[src/rtl/ser_pkg.sv]
// ser_pkg: shared FSM state type and word-counter width for the serializer
package ser_pkg;
    typedef enum logic [1:0] {IDLE, SHIFT, PARITY} st_e;
    localparam int TX_COUNT_W = 16;
endpackage

[src/rtl/serializer_nto1_lanes_if.sv]
// serializer_nto1_lanes_if: parallel word handshake in, serial lanes and status out
interface serializer_nto1_lanes_if
    import ser_pkg::*;
#(
    parameter int DATA_W = 64,
    parameter int LANES  = 1
);
    logic [DATA_W-1:0]     data_in;
    logic                  valid_in;
    logic                  ready_out;
    logic [LANES-1:0]      serial_out;
    logic                  serial_valid;
    logic                  frame_start;
    logic [TX_COUNT_W-1:0] tx_count;
    modport master (
        output data_in, valid_in,
        input  ready_out, serial_out, serial_valid, frame_start, tx_count
    );
    modport slave (
        input  data_in, valid_in,
        output ready_out, serial_out, serial_valid, frame_start, tx_count
    );
endinterface

[src/rtl/ser_hold_buf.sv]
// ser_hold_buf: one-entry word buffer that parks the next word while one is shifting
module ser_hold_buf #(
    parameter int W = 64
) (
    input  logic         clk,
    input  logic         rst,
    input  logic         load,
    input  logic         pop,
    input  logic [W-1:0] din,
    output logic [W-1:0] dout,
    output logic         full
);
    // load wins the slot; pop frees it once the shifter has taken the word
    always_ff @(posedge clk) begin
        if (rst) begin
            full <= 1'b0;
            dout <= '0;
        end else if (load) begin
            full <= 1'b1;
            dout <= din;
        end else if (pop) begin
            full <= 1'b0;
        end
    end
endmodule

[src/rtl/serializer_nto1_lanes.sv]
// serializer_nto1_lanes: N-to-1 word serializer over LANES lanes; SER_PARITY_EN appends an even-parity beat
module serializer_nto1_lanes
    import ser_pkg::*;
#(
    parameter int DATA_W    = 64,
    parameter int LANES     = 1,
    parameter int MSB_FIRST = 1
) (
    input logic                    clk_serial,
    input logic                    rst,
    serializer_nto1_lanes_if.slave bus
);
    localparam int BEATS = DATA_W / LANES;
    localparam int CW    = BEATS > 1 ? $clog2(BEATS) : 1;

    st_e                   state;
    logic [DATA_W-1:0]     sh;
    logic [DATA_W-1:0]     hold_q;
    logic [DATA_W-1:0]     lw;
    logic [CW-1:0]         cnt;
    logic [LANES-1:0]      so;
    logic                  sv;
    logic                  fs;
    logic [TX_COUNT_W-1:0] txc;
    logic                  full;
    logic                  accept;
    logic                  last_data;
    logic                  fin;
    logic                  do_load;
`ifdef SER_PARITY_EN
    logic                  par;
`endif

    function automatic logic [LANES-1:0] head(input logic [DATA_W-1:0] w);
        return MSB_FIRST != 0 ? w[DATA_W-1 -: LANES] : w[LANES-1:0];
    endfunction

    function automatic logic [DATA_W-1:0] advance(input logic [DATA_W-1:0] w);
        return MSB_FIRST != 0 ? w << LANES : w >> LANES;
    endfunction

    assign accept    = bus.valid_in && !full;
    assign last_data = state == SHIFT && cnt == CW'(BEATS - 1);
`ifdef SER_PARITY_EN
    assign fin       = state == PARITY;
`else
    assign fin       = last_data;
`endif
    // a waiting held word always has priority over the input port at a word boundary
    assign do_load   = (state == IDLE && accept) || (fin && (full || accept));
    assign lw        = full ? hold_q : bus.data_in;

    ser_hold_buf #(.W(DATA_W)) u_hold (
        .clk  (clk_serial),
        .rst  (rst),
        .load (accept && state != IDLE && !fin),
        .pop  (fin && full),
        .din  (bus.data_in),
        .dout (hold_q),
        .full (full)
    );

    // word sequencer: load, shift one slice per cycle, optional parity beat, then reload or idle
    always_ff @(posedge clk_serial) begin
        if (rst) begin
            state <= IDLE;
            sh    <= '0;
            cnt   <= '0;
            so    <= '0;
            sv    <= 1'b0;
            fs    <= 1'b0;
            txc   <= '0;
`ifdef SER_PARITY_EN
            par   <= 1'b0;
`endif
        end else begin
            if (fin) txc <= txc + 1'b1;
            if (do_load) begin
                state <= SHIFT;
                sh    <= advance(lw);
                so    <= head(lw);
                sv    <= 1'b1;
                fs    <= 1'b1;
                cnt   <= '0;
`ifdef SER_PARITY_EN
                par   <= ^lw;
`endif
            end else if (state == SHIFT && !last_data) begin
                sh    <= advance(sh);
                so    <= head(sh);
                fs    <= 1'b0;
                cnt   <= cnt + 1'b1;
`ifdef SER_PARITY_EN
            end else if (last_data) begin
                state <= PARITY;
                so    <= LANES'(par);
                fs    <= 1'b0;
`endif
            end else begin
                state <= IDLE;
                so    <= '0;
                sv    <= 1'b0;
                fs    <= 1'b0;
            end
        end
    end

    assign bus.ready_out    = !full;
    assign bus.serial_out   = so;
    assign bus.serial_valid = sv;
    assign bus.frame_start  = fs;
    assign bus.tx_count     = txc;
endmodule

[src/flat_wrapper.sv]
// flat-port wrapper written by rule: the top's interface ports become plain ports
module serializer_nto1_lanes_flat import ser_pkg::*;
#(
    parameter int DATA_W    = 64,
    parameter int LANES     = 1,
    parameter int MSB_FIRST = 1
)
  (clk_serial, rst, bus_data_in, bus_valid_in, bus_ready_out, bus_serial_out, bus_serial_valid, bus_frame_start, bus_tx_count);
  serializer_nto1_lanes_if #(.DATA_W(DATA_W), .LANES(LANES)) bus_i ();
  input logic clk_serial;
  input logic rst;
  input wire logic [$bits(bus_i.data_in)-1:0] bus_data_in;
  input wire logic [$bits(bus_i.valid_in)-1:0] bus_valid_in;
  output wire logic [$bits(bus_i.ready_out)-1:0] bus_ready_out;
  output wire logic [$bits(bus_i.serial_out)-1:0] bus_serial_out;
  output wire logic [$bits(bus_i.serial_valid)-1:0] bus_serial_valid;
  output wire logic [$bits(bus_i.frame_start)-1:0] bus_frame_start;
  output wire logic [$bits(bus_i.tx_count)-1:0] bus_tx_count;
  assign bus_i.data_in = bus_data_in;
  assign bus_i.valid_in = bus_valid_in;
  assign bus_ready_out = bus_i.ready_out;
  assign bus_serial_out = bus_i.serial_out;
  assign bus_serial_valid = bus_i.serial_valid;
  assign bus_frame_start = bus_i.frame_start;
  assign bus_tx_count = bus_i.tx_count;
  serializer_nto1_lanes #(.DATA_W(DATA_W), .LANES(LANES), .MSB_FIRST(MSB_FIRST)) u_core (.clk_serial(clk_serial), .rst(rst), .bus(bus_i));
endmodule
[config.mk]
export PLATFORM = sky130hd
export DESIGN_NAME = serializer_nto1_lanes_flat
export DESIGN_NICKNAME = d
export VERILOG_FILES = /design/src/rtl/ser_pkg.sv /design/src/rtl/serializer_nto1_lanes_if.sv /design/src/rtl/ser_hold_buf.sv /design/src/rtl/serializer_nto1_lanes.sv /design/src/flat_wrapper.sv
export SDC_FILE = /design/constraint.sdc
export NUM_CORES = 1
export LEC_CHECK = 0
export BUFFER_PORTS_ARGS = -buffer_cell sky130_fd_sc_hd__buf_2
export CORE_MARGIN = 2
export CORE_UTILIZATION = 35
export CTS_BUF_LIST = sky130_fd_sc_hd__clkbuf_8
export CTS_CLUSTER_DIAMETER = 100
export DETAILED_ROUTE_END_ITERATION = 7
export PLACE_DENSITY = 0.58
export SKIP_CTS_REPAIR_TIMING = 1
export SLEW_MARGIN = 20
export SYNTH_ARGS = -nofsm -noshare
export SYNTH_HDL_FRONTEND = slang
export SYNTH_HIERARCHICAL = 1
export SYNTH_SLANG_ARGS = --single-unit
[constraint.sdc]
create_clock -name clk_serial -period 3.9 [get_ports clk_serial]
set_clock_uncertainty 0.15 [all_clocks]
set_input_delay 0 -clock clk_serial [delete_from_list [all_inputs] [get_ports clk_serial]]
set_output_delay 0 -clock clk_serial [all_outputs]
set_load 0.01 [all_outputs]
==> impl_results.md <==
* Status: completed
* Clock transition at path regs at 0.08 ns
* Clk buf depth at 2
* Final Max Slew Viols at 0
* Fin. Hold Viols at 0
* Finish-stage setup viols at 0
* Worst path slowest cell: and3_4
* Synthesis Warnings at 6
* Buf/Inv on CP at 1
* Yosys top cell by area: dfxtp_1
* Clock Root Buffer: clkbuf_8
* WL/cell at 13.1 µm
* Power Density at 400 mW/mm²
* Crit-path cells: ha_1 -> and4_1 -> a21boi_4 -> and3_4 -> buf_12 -> mux2i_1 -> nor2_1
* DP HPWL at 8.74 mm
* Mapped Area at 0.00684 mm²
* Post-synthesis sequential area ratio at 44.8%
* First-pass GRT wire length at 24.7 mm
* Cell family with most CP delay: simple AND/OR/NAND/NOR gates
* Footprint of the multi-input gates at 0.00343 mm²
* RSZ-0062 raised after global routing: no
* Final TNS setup at 0 ns
* Post-synth EDFFs at 0
* Net count after synthesis at 837
* Core box area at 0.0193 mm²
* Crit path kind: register to register
* CP Data Required Time at 4.04 ns
* Initial antenna violation count at 2
* Leakage at 0.00304 µW
* Die span in y at 144 µm
* Remaining DRCs at 0
* IO Pins at 87
* Fmax at 0.385 GHz
* Slew @ Worst Pin at 0.918 ns
* Gate Count Post-Synth at 768
* Clk sinks at 153
* Type of origin of the critical path: register
* Worst stage delay on the critical path at 0.61 ns
* Clock latency on the worst-skew pair at 0.44 ns
* Register Area at 0.00307 mm²
* Layout cell share with drive strength beyond 1 at 14.8%
* Maxcap violations at 0
* Final Cycle Share at 66.6%
* First-pass DRT Iterations at 5
* Dpl ws at 1.31 ns
* Final WS setup at 1.30 ns
* Initial core utilization at 35.4%
* Syn-to-layout area delta at 22.8%
* CTS H-tree depth at 4
* Final #Nets at 949
* Placer Congestion at 0.725
* Core Rows at 51
* CTS tree: done
* Drt initial violations at 305
* Crit end category: register
* Register bit total from synthesis at 153
* Drt total wl at 15.2 mm
* Hold WC Path Type: input port to register
* Global Route Usage Sum at 14.9%
* Post-route ant nets at 0
* Fillers at 1952
* Main synth FF type: dfxtp_1
* CTS buffer count at 17
* Worst VDD drop at 0.196 mV
* Distinct cells, synth at 39
* Most frequent cells after synthesis: 153 x dfxtp_1, 132 x nand2_1, 129 x mux2i_1
* Synth top area share at 44.8%
* Vias in the first global route at 5159
* Max-slew headroom at 38.8%
* Total gr overflow at 0
* I/O Buffers at 86
* Total number of vias at 5578
* Synth top area cells: dfxtp_1 45%, mux2i_1 19%, nand2_1 7.2%, o211ai_1 6.8%, a21oi_1 5.5%
* DIE WIDTH at 144 µm
* Max FO, Critical Path at 35
* Most numerous cell in the Yosys netlist: dfxtp_1
* Critical Path AT at 2.74 ns
* Mean Syn Cell Area at 8.91 µm²
* Vias/cell at 4.81
* Minimum clock period at 2.60 ns
* Die area at 0.0207 mm²
* Largest net degree at the start of global routing at 86
* Ys async rst share at 0%
==> area by class of cell <==
| cell class | instances | share of cell area, % |
|---|---|---|
| well taps | 265 | 3.95 |
| clock inverters | 12 | 1.21 |
| inverters | 7 | 0.313 |
| multi-input cells | 544 | 40.8 |
| repair buffers | 157 | 13.9 |
| clock buffers | 20 | 3.28 |
| flip-flops and latches | 153 | 36.5 |
| diodes | 2 | 0.0596 |
==> report_power, final <==
group | switching (µW) | internal [µW]
Sequential | 61.4 | 1660
Combinational | 257 | 235
Clock | 596 | 550
==> sequential cells by signal, indices dropped and copies added, names as in the netlist <==
signal,count
u_core/bus.tx_count,16
u_core/bus.frame_start,1
u_core/bus.serial_out,1
u_core/u_hold/dout,64
u_core/cnt,6
u_core/sh,63
u_core/bus.serial_valid,1
u_core/u_hold/full,1
==> per-layer routing <==
metal	vias up	wire length [µm]	GRT usage, %
met2	79	6800	23.6
met1	2566	7670	19.7
li1	2920	-	-
met4	0	170	4.49
met5	-	0	0
met3	13	537	4.23
==> worst paths after layout <==
| path | from | to | slack, ns | depth (start not counted) |
|---|---|---|---|---|
| worst max-delay path | u_core/cnt[0]$_SDFFE_PP0N_ | u_core/u_hold/dout[31]$_SDFFE_PP0P_ | 1.30 | 7 |
| worst min-delay path | rst | u_core/u_hold/dout[5]$_SDFFE_PP0P_ | 0.0007 | 2 |
| worst max register to register | u_core/cnt[0]$_SDFFE_PP0N_ | u_core/u_hold/dout[31]$_SDFFE_PP0P_ | 1.30 | 7 |
| worst min register to register | u_core/sh[36]$_SDFFE_PP0P_ | u_core/sh[37]$_SDFFE_PP0P_ | 0.30 | 2 |
==> stage by stage <==
stage | hold WS, ns | area [µm²] | total power, µW | std cells | utilization, %
after floorplan | -0.00314 | 6840 | 2090 | 768 | -
after global placement | 0.101 | 7370 | 2200 | 1061 | 38.1
after detailed placement | 0.109 | 7370 | 2200 | 1061 | 38.1
after CTS | -0.382 | 7740 | 3360 | 1093 | 40.1
after global routing | 0.0259 | 8400 | 3550 | 1160 | 43.4
final | 0.000714 | 8400 | 3360 | 1160 | 43.4
==> kinds of logic (layout without fill, tap and decap cells) <==
logic type / Yosys count / after routing / share of synthesized area, %
xor+xnor: 9 / 9 / 1.15
fa+ha+maj: 2 / 2 / 0.366
other cells: 0 / 2 / 0
buf+inv: 71 / 196 / 5.60
mux: 131 / 131 / 19.2
flops: 153 / 153 / 44.8
compound gates: 153 / 153 / 13.8
simple gates: 249 / 249 / 15.1
==> cell usage in the layout, fill, tap and decap left out, types with 3 or more instances in the layout <==
master	count
a21oi_1	75
nand3_1	8
nand2_1	132
dlygate4sd3_1	65
nor3_1	6
buf_4	4
clkinvlp_4	4
buf_12	3
clkinv_2	4
xnor2_1	8
nand4_1	6
inv_1	7
nor2_1	79
clkbuf_8	20
mux2i_1	129
o21ai_0	8
or3_1	6
o211ai_1	62
buf_2	85
dfxtp_1	152
Power figures use the tool's default switching activity.
